===== src/rtl/traffic_scheduler_if.sv =====
// rtl/traffic_scheduler_if.sv - sensor/emergency inputs and light-control outputs of the scheduler
interface traffic_scheduler_if;
    logic [3:0] car_present;
    logic       emg_req;
    logic [1:0] emg_dir;
    logic [1:0] traffic_light;
    logic [1:0] phase;
    logic       emg_mode;
    logic       dir_switch;

    modport master (
        output car_present, emg_req, emg_dir,
        input  traffic_light, phase, emg_mode, dir_switch
    );

    modport slave (
        input  car_present, emg_req, emg_dir,
        output traffic_light, phase, emg_mode, dir_switch
    );
endinterface


===== src/rtl/traffic_scheduler.sv =====
// rtl/traffic_scheduler.sv - round-robin GREEN/YELLOW/ALL_RED sequencer with emergency pre-emption
module traffic_scheduler #(
    parameter int unsigned GREEN_TIME  = 20,
    parameter int unsigned MIN_GREEN   = 5,
    parameter int unsigned YELLOW_TIME = 4,
    parameter int unsigned ALLRED_TIME = 2,
    parameter int unsigned CNT_W       = 8
) (
    input  logic                 clk,
    input  logic                 rst,
    traffic_scheduler_if.slave   sched
);

    typedef enum logic [1:0] {
        PH_GREEN  = 2'd0,
        PH_YELLOW = 2'd1,
        PH_ALLRED = 2'd2
    } phase_e;

    localparam logic [CNT_W-1:0] GREEN_LAST  = CNT_W'(GREEN_TIME - 1);
    localparam logic [CNT_W-1:0] MIN_LAST    = CNT_W'(MIN_GREEN - 1);
    localparam logic [CNT_W-1:0] YELLOW_LAST = CNT_W'(YELLOW_TIME - 1);
    localparam logic [CNT_W-1:0] ALLRED_LAST = CNT_W'(ALLRED_TIME - 1);

    phase_e           phase_q, phase_d;
    logic [CNT_W-1:0] cnt_q, cnt_d;
    logic [1:0]       dir_q, dir_d;
    logic             emg_mode_q, emg_mode_d;
    logic             dir_switch_q, dir_switch_d;

    logic             others_waiting;
    logic [1:0]       next_dir;

    // Next direction: first waiting car after cur, else cur; with no cars at all, rotate.
    function automatic logic [1:0] pick_next(input logic [3:0] cars, input logic [1:0] cur);
        logic [1:0] res;
        logic [1:0] idx;
        logic       found;
        res   = cur;
        found = 1'b0;
        if (cars == 4'b0000) begin
            res = cur + 2'd1;
        end else begin
            for (int k = 1; k < 4; k++) begin
                idx = cur + 2'(k);
                if (!found && cars[idx]) begin
                    res   = idx;
                    found = 1'b1;
                end
            end
        end
        return res;
    endfunction

    // Sensor view relative to the direction currently served.
    always_comb begin
        others_waiting = |(sched.car_present & ~(4'b0001 << dir_q));
        next_dir       = sched.emg_req ? sched.emg_dir : pick_next(sched.car_present, dir_q);
    end

    // Phase sequencing, emergency handling and direction selection.
    always_comb begin
        phase_d      = phase_q;
        cnt_d        = cnt_q + 1'b1;
        dir_d        = dir_q;
        emg_mode_d   = 1'b0;
        dir_switch_d = 1'b0;
        case (phase_q)
            PH_GREEN: begin
                if (sched.emg_req) begin
                    if (sched.emg_dir != dir_q) begin
                        // Pre-empt toward another direction, regardless of MIN_GREEN.
                        phase_d = PH_YELLOW;
                        cnt_d   = '0;
                    end else begin
                        // Hold GREEN on the emergency direction with the timer frozen.
                        cnt_d      = '0;
                        emg_mode_d = 1'b1;
                    end
                end else if (emg_mode_q) begin
                    // Emergency just released: leave GREEN straight away.
                    phase_d = PH_YELLOW;
                    cnt_d   = '0;
                end else if ((cnt_q == GREEN_LAST) ||
                             ((cnt_q >= MIN_LAST) && !sched.car_present[dir_q] && others_waiting)) begin
                    phase_d = PH_YELLOW;
                    cnt_d   = '0;
                end
            end
            PH_YELLOW: begin
                if (cnt_q == YELLOW_LAST) begin
                    phase_d = PH_ALLRED;
                    cnt_d   = '0;
                end
            end
            PH_ALLRED: begin
                if (cnt_q == ALLRED_LAST) begin
                    phase_d      = PH_GREEN;
                    cnt_d        = '0;
                    dir_d        = next_dir;
                    dir_switch_d = (next_dir != dir_q);
                end
            end
            default: begin
                phase_d = PH_GREEN;
                cnt_d   = '0;
            end
        endcase
    end

    // State registers; reset restarts GREEN on direction 0.
    always_ff @(posedge clk) begin
        if (rst) begin
            phase_q      <= PH_GREEN;
            cnt_q        <= '0;
            dir_q        <= 2'd0;
            emg_mode_q   <= 1'b0;
            dir_switch_q <= 1'b0;
        end else begin
            phase_q      <= phase_d;
            cnt_q        <= cnt_d;
            dir_q        <= dir_d;
            emg_mode_q   <= emg_mode_d;
            dir_switch_q <= dir_switch_d;
        end
    end

    assign sched.traffic_light = dir_q;
    assign sched.phase         = phase_q;
    assign sched.emg_mode      = emg_mode_q;
    assign sched.dir_switch    = dir_switch_q;

endmodule


===== src/flat_wrapper.sv =====
// flat-port wrapper written by rule: the top's interface ports become plain ports
module traffic_scheduler_flat 
#(
    parameter int unsigned GREEN_TIME  = 20,
    parameter int unsigned MIN_GREEN   = 5,
    parameter int unsigned YELLOW_TIME = 4,
    parameter int unsigned ALLRED_TIME = 2,
    parameter int unsigned CNT_W       = 8
)
  (clk, rst, sched_car_present, sched_emg_req, sched_emg_dir, sched_traffic_light, sched_phase, sched_emg_mode, sched_dir_switch);
  traffic_scheduler_if sched_i ();
  input  logic clk;
  input  logic rst;
  input wire logic [$bits(sched_i.car_present)-1:0] sched_car_present;
  input wire logic [$bits(sched_i.emg_req)-1:0] sched_emg_req;
  input wire logic [$bits(sched_i.emg_dir)-1:0] sched_emg_dir;
  output wire logic [$bits(sched_i.traffic_light)-1:0] sched_traffic_light;
  output wire logic [$bits(sched_i.phase)-1:0] sched_phase;
  output wire logic [$bits(sched_i.emg_mode)-1:0] sched_emg_mode;
  output wire logic [$bits(sched_i.dir_switch)-1:0] sched_dir_switch;
  assign sched_i.car_present = sched_car_present;
  assign sched_i.emg_req = sched_emg_req;
  assign sched_i.emg_dir = sched_emg_dir;
  assign sched_traffic_light = sched_i.traffic_light;
  assign sched_phase = sched_i.phase;
  assign sched_emg_mode = sched_i.emg_mode;
  assign sched_dir_switch = sched_i.dir_switch;
  traffic_scheduler #(.GREEN_TIME(GREEN_TIME), .MIN_GREEN(MIN_GREEN), .YELLOW_TIME(YELLOW_TIME), .ALLRED_TIME(ALLRED_TIME), .CNT_W(CNT_W)) u_core (.clk(clk), .rst(rst), .sched(sched_i));
endmodule

===== config.mk =====
export PLATFORM = sky130hd
export DESIGN_NAME = traffic_scheduler_flat
export DESIGN_NICKNAME = d
export VERILOG_FILES = /design/src/rtl/traffic_scheduler_if.sv /design/src/rtl/traffic_scheduler.sv /design/src/flat_wrapper.sv
export SDC_FILE = /design/constraint.sdc
export NUM_CORES = 1
export LEC_CHECK = 0
export ABC_AREA = 1
export CELL_PAD_IN_SITES_DETAIL_PLACEMENT = 0
export CELL_PAD_IN_SITES_GLOBAL_PLACEMENT = 1
export CORE_MARGIN = 5
export CORE_UTILIZATION = 38
export CTS_CLUSTER_SIZE = 12
export DETAILED_ROUTE_END_ITERATION = 10
export GPL_ROUTABILITY_DRIVEN = 0
export PLACE_DENSITY_LB_ADDON = 0.2
export SLEW_MARGIN = 40
export SYNTH_ARGS = -nofsm -noshare
export SYNTH_HDL_FRONTEND = slang
export SYNTH_SLANG_ARGS = --single-unit

===== constraint.sdc =====
create_clock -name clk -period 2.31 [get_ports clk]
set_input_delay 0.3465 -clock clk [delete_from_list [all_inputs] [get_ports clk]]
set_output_delay 0.3465 -clock clk [all_outputs]
set_load 0.05 [all_outputs]

After elaboration in Yosys (flattened, before gate mapping):

Cells that the tools add are included.

* add/sub/neg operators: 4
* magnitude comparators: 5
* equal/unequal tests: 11
* shift-type cells: 1
* mux-type cells: 31
* bitwise logic cells: 6
* reduce and logical (&&, ||, !) cells: 15

Operator list (count)
* two-way mux 8 bit: 5
* one-hot mux 8 bit (3 select lines): 1
* two-way mux 2 bit: 11
* < comparator 2 x 3 -> 1 bit (second input constant): 4
* two-way mux 1 bit: 9
* adder 8 x 1 -> 8 bit (second input constant): 1
* binary-select mux 1 bit (select 2 bit): 4
* equality test 8 x 1 -> 1 bit (second input constant): 1
* equality test 8 x 2 -> 1 bit (second input constant): 1
* equality test 8 x 5 -> 1 bit (second input constant): 1
* >= comparator 8 x 3 -> 1 bit (second input constant): 1
* one-hot mux 2 bit (3 select lines): 1
* OR reduction 3 bit: 2
* adder 2 bit (second input constant): 2
* bitwise AND 4 bit: 1
* logical AND 1 bit: 4
* zero test 4 bit: 1
* != test 2 x 1 -> 1 bit (second input constant): 2
* != test 2 bit: 2
* != test 4 x 2 -> 1 bit (second input constant): 1
* inverter 1 bit: 4
* inverter 4 bit: 1
* AND reduction 4 bit: 1
* OR reduction 4 bit: 1
* other kinds (9): 11

* register bits: 14
* input bits: 9
* output and inout bits: 6
* word-level logic and storage cells: 78

Longest topological paths before layout:

Gate-level depths: netlist (run 1).

* depth in word-level cells: 15
* gate-level depth with buffers: 15
* depth with buffers taken out: 14

Worst setup path before layout (run 1):

Ideal clock, no wire load.

* kind: register to register
* start point: reg u_core.dir_q[1] (netlist: u_core.sched.traffic_light[1])
* end point: reg u_core.dir_switch_q (netlist: u_core.sched.dir_switch)
* setup time: 109 ps
* arrival: 1991 ps
* required time: 2201 ps
* slack: 210 ps
* cell stages (with the launch flop): 14
* path buffers: 0
* clock period less this slack: 2100 ps
* cell sequence: dfxtp_1 -> inv_1 -> ha_1 -> inv_1 -> nand2_1 -> nand4_1 -> nand2_1 -> nand2_2 -> nand2_2 -> nand2_2 -> nand2_1 -> nand3_1 -> nand2_1 -> inv_1

* word-level cells in the longest chain between the ends: 15
* elaborated cells on any way between the ends: 23
* those cells by class: 3 x add/sub; 1 x eq/ne; 15 x mux; 4 x reduce/logical

Ends and longest elaborated chain
* from (decl): line traffic_scheduler.sv:27 `logic [1:0] dir_q, dir_d;`
* from (signal assigned): line traffic_scheduler.sv:122 `dir_q <= dir_d;`
* adder 2 x 1 -> 2 bit: line traffic_scheduler.sv:42, traffic_scheduler.sv:45
* binary-select mux 1 bit (select 2 bit): line traffic_scheduler.sv:46 `if (!found && cars[idx]) begin`
* two-way mux 1 bit (implied by the code): line traffic_scheduler.sv:46
* two-way mux 1 bit: line traffic_scheduler.sv:46
* two-way mux 1 bit: line traffic_scheduler.sv:41 `if (cars == 4'b0000) begin`
* zero test 1 bit: line traffic_scheduler.sv:46
* logical AND 1 bit: line traffic_scheduler.sv:46
* two-way mux 1 bit: line traffic_scheduler.sv:46
* two-way mux 1 bit: line traffic_scheduler.sv:41
* zero test 1 bit: line traffic_scheduler.sv:46
* logical AND 1 bit: line traffic_scheduler.sv:46
* two-way mux 2 bit: line traffic_scheduler.sv:46
* two-way mux 2 bit: line traffic_scheduler.sv:41
* two-way mux 2 bit: line traffic_scheduler.sv:58 `next_dir = sched.emg_req ? sched.emg_dir : pick_next(sched.car_present, dir_q);`
* != test 2 bit *: line traffic_scheduler.sv:101 `dir_switch_d = (next_dir != dir_q);`
* to (signal assigned): line traffic_scheduler.sv:124 `dir_switch_q <= dir_switch_d;`
* to (decl): line traffic_scheduler.sv:29 `logic dir_switch_q, dir_switch_d;`

Every way passes the cells marked *; elsewhere a longest branch is shown, timed or not. The select of a mux whose other input is x is not followed.
A chain may end at the register's enable or synchronous reset.

Worst setup path in the final report (run 1):

* start point: reg u_core.dir_q[0] (netlist: u_core.sched.traffic_light[0])
* end point: reg u_core.dir_switch_q (netlist: u_core.sched.dir_switch)

The elaborated chain is that of the path after synthesis.

==> out/qor.csv, run 1 <==
metric,value,unit
status,"complete, no violations",
synthCells,155,
maxCapViolCount,0,
p_clk_share,17.6,%
cts_hold_buf,0,
tightest_slew,0.5819,ns
fin_tns_setup,0,ns
dr.pass1.iters,4,
multi_input_area,680.7,sq um
busiest_layer,met2,
ff2ff_path_depth,13,
fin_crit,2.005,ns
cts_setup_buffers,0,
intPower,0.0005558,W
drive_above_1_share,16.18,%
met2_usage,18.72,%
hold_class,register to register,
p_sw,0.0004420,W
nNetsFinal,190,
powerDensity,775.0,nW/um^2
vias,957,
cts_buffers,3,
grtUsageMet1,14.96,%
p_sw_share,44.30,%
port_buffers,14,
dp_hpwl,1752,um
post_dp_cell_area,1249,sq um
worstPathMaxFanout,11,
ys_ff_latch,14,
routed_wl,2146,um
layout_worst_path_cycle_share,86.80,%
syn_area,1074,sq um
die_h,63.15,um
ctsResizeCount,0,
power.leakage,0.6354,nW
timing.fmax,498.7,MHz
avgSynthCellArea,6.926,sq um
comb_power_share,50.6,%
seq_power_share,31.8,%
antenna_found_initial,0,
ys_warn_count,0,
coreArea,2734,sq um
seqCellArea,280.3,sq um
cp.required,2.50,ns
drtAntennaViolNets,0,
root_buffer,clkbuf_4,
clk_latency,0.28,ns
area_delta_synth_final,19.93,%
cp-end-kind,register,
ir_drop,856.8,uV
grt_max_degree,12,
drc,0,
rows,19,
hold_depth,1,
viasPerCell,4.691,
clock-sinks,14,
track_usage,11.65,%
gr-usage-met3,4.085,%
hold_viol,0,
clock_path_buffers,2,
arrival,2.20,ns
fillers,286,
grt-ovfl-total,0,
maxSlewViolCount,0,
grt_pass1_wl,3822,um
die_w,63.15,um
finalSetupViolations,0,
dieArea,3988,sq um
rsz0062_at_grt,no,
initialDrtViolationCount,40,
grt_pass1_vias,909,
start_util,39.27,%
relSlewSlack,61.15,%
cts.clk_slew.worst_paths,0.09,ns
fin_area,1287,sq um
skew,0.006729,ns
seq_area_frac_synth,26.11,%
setup.worst_path.class,register to register,
cts_tree,done,
syn_nets,171,
ios,15,
yosysUniqueCellTypes,28,
wl_per_cell,10.52,um
htree_levels,1,
cp-start-kind,register,
antenna_cells,0,
cell families (layout without fill, tap and decap cells):
| group | Yosys count | after routing | share of synthesized area, % |
|---|---|---|---|
| XOR/XNOR | 7 | 7 | 5.711 |
| buffers and inverters | 26 | 44 | 10.49 |
| AO/OA/AOI/OAI | 10 | 10 | 6.060 |
| AND/OR/NAND/NOR | 91 | 91 | 43.47 |
| adder cells (fa/ha/maj) | 7 | 7 | 8.158 |
| flip-flops | 14 | 14 | 26.11 |
cells in the final DEF (no fill, tap or decap), drive strengths merged, types with 2 or more instances in the layout:
cell,instances
nand3,13
clkbuf,4
or2,2
nand4,6
xor2,6
inv,25
ha,7
dfxtp,14
nand3b,2
clkdlybuf4s50,13
nor2,24
o21ai,6
nand2,42
final timing paths:
kind / start / endpoint / slack (ns)
worst max-delay path: u_core.sched.traffic_light[0]$_SDFFE_PP0P_ / u_core.sched.dir_switch$_SDFF_PP0_ / 0.30
worst min-delay path: u_core.cnt_q[0]$_SDFF_PP0_ / u_core.cnt_q[0]$_SDFF_PP0_ / 0.49
worst max register to register: u_core.sched.traffic_light[0]$_SDFFE_PP0P_ / u_core.sched.dir_switch$_SDFF_PP0_ / 0.30
worst min register to register: u_core.cnt_q[0]$_SDFF_PP0_ / u_core.cnt_q[0]$_SDFF_PP0_ / 0.49
Yosys cell counts (all sizes together):
master / instances / area share, %
xnor2: 1 / 0.82
nor3b: 1 / 1.2
inv: 25 / 9.4
nor3: 1 / 0.47
buf: 1 / 1.0
xor2: 6 / 4.9
nand2: 42 / 19
or2: 2 / 1.2
o21ai: 6 / 3.1
o22ai: 1 / 0.58
a22oi: 1 / 1.2
dfxtp: 14 / 26
nand3: 13 / 7.5
a21oi: 1 / 0.47
a211oi: 1 / 0.70
ha: 7 / 8.2
nor2: 24 / 8.6
nand3b: 2 / 1.4
nand4: 6 / 4.1
flip-flops by register name, indices dropped and copies added (netlist names):
register	flops
u_core.sched.traffic_light	2
u_core.sched.phase	2
u_core.sched.dir_switch	1
u_core.sched.emg_mode	1
u_core.cnt_q	8
metrics by stage:
step	util, %	power [W]	hold slack (ns)	worst slack, ns	std cells
finish	47.09	0.0009977	0.4865	0.3049	204
global route	47.09	0.001098	0.5112	0.07868	204
CTS	47.00	0.001020	0.4982	0.02563	204
detailed placement	45.68	0.0008326	0.4785	0.3049	200
global placement	45.68	0.0008280	0.4640	0.3553	200
floorplan	-	0.0007077	0.4189	0.2101	155
power groups by stage:
stage	combinational (W)	clock, W	sequential, W
4_1_cts	0.000511	0.000190	0.000319
6_report	0.000505	0.000176	0.000317
2_1_floorplan	0.000316	0	0.000392
3_3_place_gp	0.000507	0	0.000321
5_1_grt	0.000571	0.000203	0.000325
3_5_place_dp	0.000508	0	0.000324
per-layer routing:
metal  share of wire (%)  wire (um)
met5                   0          0
met4                   0          0
met3                 6.0        128
met2                  47       1002
met1                  47       1016
worst max-delay path: stages (launching register included):
cell and delay, ns:
dfxtp_1 0.70, inv_8 0.09, ha_1 0.35, inv_1 0.06
nand2_1 0.10, nand4_1 0.13, nand2_1 0.09, nand2_2 0.05
nand2_2 0.06, nand2_2 0.05, nand2_1 0.05, nand3_1 0.07
nand2_1 0.06, inv_1 0.03
final cells by class:
type                    instances  share of cell area [%]
well taps                      31                   3.013
inverters                      25                   7.872
clock buffers                   4                   2.818
multi-input cells             115                   52.87
flip-flops and latches         14                   21.77
repair buffers                 15                   11.66
Note: power is estimated with default switching activity, not from simulation.
==> run 2: changes to the inputs <==
--- a/config.mk
+++ b/config.mk
@@ -9,7 +9,7 @@
 export CELL_PAD_IN_SITES_DETAIL_PLACEMENT = 0
 export CELL_PAD_IN_SITES_GLOBAL_PLACEMENT = 1
 export CORE_MARGIN = 5
-export CORE_UTILIZATION = 38
+export CORE_UTILIZATION = 25
 export CTS_CLUSTER_SIZE = 12
 export DETAILED_ROUTE_END_ITERATION = 10
 export GPL_ROUTABILITY_DRIVEN = 0
==> out/qor.csv, run 2 (synthesized netlist as in run 1, its figures left out) <==
metric,value,unit
status,"complete, no violations",
root_buffer,clkbuf_8,
worstPathMaxFanout,11,
power.leakage,0.6248,nW
grtUsageMet1,11.37,%
drtAntennaViolNets,0,
cts_tree,done,
antenna_found_initial,0,
area_delta_synth_final,23.66,%
cts_buffers,3,
cp-end-kind,output pin,
regMostFlops,u_core.cnt_q,
seqCellArea,280.3,sq um
crit_family,buffers and inverters,
htree_levels,1,
cts_hold_buf,0,
rows,23,
drive_above_1_share,16.18,%
ff2ff_path_depth,13,
grt_max_degree,12,
drc,0,
cts_setup_buffers,0,
ios,15,
skew,0.0009702,ns
dp_hpwl,1855,um
reg2reg_from,u_core.sched.traffic_light[0]$_SDFFE_PP0P_,
grt-ovfl-total,0,
cts.clk_slew.worst_paths,0.06,ns
fin_crit,2.227,ns
timing.fmax,449.1,MHz
r2r_end,u_core.sched.dir_switch$_SDFF_PP0_,
final_common_cell,nand2_1,
vias,981,
die_h,75.53,um
final_cells,223,
tightest_slew,0.6253,ns
antenna_cells,0,
endpoint,sched_traffic_light[0],
routed_wl,2311,um
path_buf_inv,1,
path_cells,clkdlybuf4s50_1,
cp-start-kind,register,
powerDensity,798.8,nW/um^2
cp_num_cells,1,
largest_reg_flops,8,
port_buffers,14,
track_usage,8.745,%
layout_worst_path_cycle_share,96.39,%
fin_tns_setup,0,ns
hold_viol,0,
fin_area,1328,sq um
start_util,26.27,%
dp_cells,219,
setup.worst_path.class,register to output pin,
cpPeakStageDelay,0.92,ns
multi_input_area,680.7,sq um
cp.required,1.96,ns
slowest_stage,clkdlybuf4s50_1,
die_w,75.53,um
finalSetupViolations,0,
coreArea,4086,sq um
grt_pass1_vias,944,
initialDrtViolationCount,52,
clock_path_buffers,2,
grt_pass1_wl,3912,um
ir_drop,642.4,uV
maxSlewViolCount,0,
rsz0062_at_grt,no,
relSlewSlack,58.25,%
post_dp_cell_area,1272,sq um
cp-startpoint,u_core.sched.traffic_light[0]$_SDFFE_PP0P_,
clk_latency,0.24,ns
reg2reg_slack,0.25,ns
ctsResizeCount,0,
fillers,440,
wl_per_cell,10.36,um
viasPerCell,4.399,
dr.pass1.iters,4,
maxCapViolCount,0,
layout_common_cells,"nand2_1, inv_1, nor2_1",
dieArea,5705,sq um
gr-usage-met3,2.111,%
nNetsFinal,190,
arrival,1.88,ns
hold_class,register to register,
busiest_layer,met2,
met2_usage,14.19,%
clock-sinks,14,
-- run 2: worst min-delay path by stage --
stage                                     from                               end  slack, ns  cells after the start
floorplan                                  rst  u_core.sched.emg_mode$_SDFF_PP0_       0.42                      1
global placement    u_core.cnt_q[0]$_SDFF_PP0_        u_core.cnt_q[0]$_SDFF_PP0_       0.47                      1
detailed placement  u_core.cnt_q[0]$_SDFF_PP0_        u_core.cnt_q[0]$_SDFF_PP0_       0.48                      1
CTS                 u_core.cnt_q[0]$_SDFF_PP0_        u_core.cnt_q[0]$_SDFF_PP0_       0.49                      1
global route        u_core.cnt_q[0]$_SDFF_PP0_        u_core.cnt_q[0]$_SDFF_PP0_       0.52                      1
finish              u_core.cnt_q[0]$_SDFF_PP0_        u_core.cnt_q[0]$_SDFF_PP0_       0.48                      1
-- run 2: cell type report --
class,instances,area share [%]
timing repair buffer,15,11.12
inverter,25,7.634
tap,50,4.713
multi-input combinational,115,51.27
sequential,14,21.11
clock buffer,4,4.147
-- run 2: routing by layer --
| layer | up-vias | part of all wire (%) |
|---|---|---|
| met4 | 0 | 0.74 |
| li1 | 524 | - |
| met2 | 22 | 44 |
| met1 | 431 | 50 |
| met5 | - | 0 |
| met3 | 4 | 5.0 |
-- run 2: metrics by stage --
step	hold slack (ns)	power, W	worst slack (ns)	util, %
floorplan	0.4189	0.0007077	0.2101	-
global placement	0.4728	0.0008405	0.2044	31.14
detailed placement	0.4803	0.0008349	0.2669	31.14
CTS	0.4946	0.001077	0.07549	32.49
global route	0.5195	0.001159	0.03028	32.49
finish	0.4832	0.001060	0.08338	32.49
-- run 2: power by group --
group          leakage [nW]  total, W  internal [W]  switching, W
Combinational         0.482  0.000510      0.000182      0.000327
Sequential            0.114  0.000319      0.000278     0.0000405
Clock                0.0288  0.000232      0.000151     0.0000815
==> run 3: changes to the inputs <==
--- a/config.mk
+++ b/config.mk
@@ -5,7 +5,6 @@
 export SDC_FILE = /design/constraint.sdc
 export NUM_CORES = 1
 export LEC_CHECK = 0
-export ABC_AREA = 1
 export CELL_PAD_IN_SITES_DETAIL_PLACEMENT = 0
 export CELL_PAD_IN_SITES_GLOBAL_PLACEMENT = 1
 export CORE_MARGIN = 5
==> out/qor.csv, run 3 <==
metric,value,unit
grt_pass1_wl,4291,um
port_buffers,14,
yosys.area.top_type_share,27.09,%
synth_most_common_cell,dfxtp_1,
p_total,0.0005820,W
dr.pass1.iters,2,
rsz0062_at_grt,no,
path_cells,clkinv_2 -> ha_4 -> mux4_2 -> or2_4 -> or3_1 -> a221oi_2 -> nor4_1,
tightest_slew,0.4967,ns
area_delta_synth_final,30.71,%
maxCapViolCount,0,
drtAntennaViolNets,0,
syn_nets,138,
worstPathMaxFanout,7,
cpPeakStageDelay,0.38,ns
ctsResizeCount,0,
nNetsFinal,165,
largest_reg_flops,8,
cp.required,2.43,ns
timing.fmax,466.7,MHz
yosysUniqueCellTypes,43,
htree_levels,1,
fin_area,1353,sq um
multi_input_area,684.4,sq um
ir_drop,184.8,uV
synth_edf_count,0,
powerDensity,430.3,nW/um^2
antenna_cells,0,
fin_crit,2.143,ns
syn_area,1035,sq um
seqCellArea,287.8,sq um
hold_class,register to register,
ff2ff_path_depth,7,
regMostFlops,u_core.cnt_q,
status,"complete, no violations",
clock_path_buffers,2,
cp_num_cells,7,
ys_top_cells_by_count,"dfxtp_1, nor2_1, inv_1, nand2_1, nand3_1",
synthCells,122,
vias,929,
path_buf_inv,1,
fin_ws,0.1672,ns
avgSynthCellArea,8.481,sq um
layout_common_cells,"clkdlybuf4s50_1, buf_4, dfxtp_1",
cp-startpoint,u_core.sched.traffic_light[0]$_SDFFE_PP0P_,
slowest_stage,dfxtp_4,
ys_warn_count,0,
whs,0.5154,ns
die_h,74.34,um
final_common_cell,clkdlybuf4s50_1,
routed_wl,2442,um
layout_worst_path_cycle_share,92.76,%
clock-sinks,14,
start_util,25.87,%
maxSlewViolCount,0,
clk_latency,0.24,ns
r2r_end,u_core.sched.dir_switch$_SDFF_PP0_,
relSlewSlack,66.79,%
drive_above_1_share,18.92,%
seq_area_frac_synth,27.09,%
postLayoutCoreUtil,33.81,%
skew,0.006708,ns
viasPerCell,4.692,
async_reset_ff_share,0,%
setup.worst_path.class,register to register,
cts_buffers,3,
cts_setup_buffers,0,
coreArea,4000,sq um
post-place-ws,-0.01096,ns
cp-start-kind,register,
initialDrtViolationCount,40,
arrival,2.26,ns
grt_max_degree,13,
cts_tree,done,
grt-ovfl-total,0,
track_usage,9.720,%
endpoint,u_core.sched.dir_switch$_SDFF_PP0_,
antenna_found_initial,0,
cts_hold_buf,0,
ios,15,
synth_top_cell_by_area,dfxtp_1,
dp_hpwl,1944,um
ys.flop_type,dfxtp_1,
grt_pass1_vias,908,
hold_viol,0,
root_buffer,clkbuf_8,
cp-end-kind,register,
drc,0,
reg2reg_slack,0.17,ns
post_dp_cell_area,1308,sq um
ys_ff_latch,14,
cts.clk_slew.worst_paths,0.06,ns
power.leakage,0.5213,nW
finalSetupViolations,0,
crit_family,simple AND/OR/NAND/NOR gates,
reg2reg_from,u_core.sched.traffic_light[0]$_SDFFE_PP0P_,
dieArea,5526,sq um
wl_per_cell,12.33,um
die_w,74.34,um
synth.area.top_cells,"dfxtp_1, ha_1, xor2_1",
fillers,414,
rows,23,
[run 3: changes by cell type after synthesis, sizes merged, moves of 4 or more]
| cell | change |
|---|---|
| a21oi | +5 |
| inv | -15 |
| nand2 | -33 |
| nand3 | -5 |
| nand4 | -5 |
| nor2 | -13 |
| nor4 | +4 |
| o21ai | -4 |
[run 3: worst min path at each step]
stage	start	to	slack [ns]	cells after the start
global placement	u_core.cnt_q[0]$_SDFF_PP0_	u_core.cnt_q[0]$_SDFF_PP0_	0.49	1
detailed placement	u_core.cnt_q[0]$_SDFF_PP0_	u_core.cnt_q[0]$_SDFF_PP0_	0.51	1
global route	u_core.cnt_q[0]$_SDFF_PP0_	u_core.cnt_q[0]$_SDFF_PP0_	0.54	1
CTS	u_core.cnt_q[0]$_SDFF_PP0_	u_core.cnt_q[0]$_SDFF_PP0_	0.52	1
floorplan	rst	u_core.sched.traffic_light[0]$_SDFFE_PP0P_	0.41	1
finish	u_core.cnt_q[0]$_SDFF_PP0_	u_core.cnt_q[0]$_SDFF_PP0_	0.52	1
[run 3: layout make-up]
type / instances / share of cell area, %
clock buffer: 3 / 3.053
inverter: 11 / 3.145
timing repair buffer: 26 / 17.02
sequential: 14 / 21.28
multi-input combinational: 93 / 50.60
clock inverter: 1 / 0.2775
tap: 50 / 4.625
[run 3: routing by layer]
metal | up-vias | wire length [um] | track usage [%]
li1 | 491 | - | -
met1 | 429 | 1207 | 12.51
met2 | 7 | 1185 | 17.22
met3 | 2 | 23 | 0.8108
met4 | 0 | 27 | 2.964
met5 | - | 0 | 0
[run 3: where the power goes]
group | switching [W] | internal, W | total [W]
combinational | 0.0000621 | 0.0000614 | 0.000124
clock | 0.0000844 | 0.000117 | 0.000202
sequential | 0.0000104 | 0.000246 | 0.000257
total | 0.000157 | 0.000425 | 0.000582
[run 3: metrics by stage]
| stage | TNS, ns | cells |
|---|---|---|
| 3_5_place_dp | -0.01096 | 194 |
| 5_1_grt | 0 | 198 |
| 3_3_place_gp | 0 | 194 |
| 6_report | 0 | 198 |
| 4_1_cts | 0 | 198 |
| 2_1_floorplan | 0 | 122 |
[run 3: kinds of logic (layout without fill, tap and decap cells)]
kind of cell             Yosys count  after routing  synth area share [%]
flip-flops                        14             14                 27.09
XOR/XNOR                           8              8                 6.772
multiplexers                       3              3                 6.167
AND/OR/NAND/NOR                   49             49                 25.27
adder cells (fa/ha/maj)            7              7                 8.464
AO/OA/AOI/OAI                     26             26                 18.26
buffers and inverters             15             41                 7.980
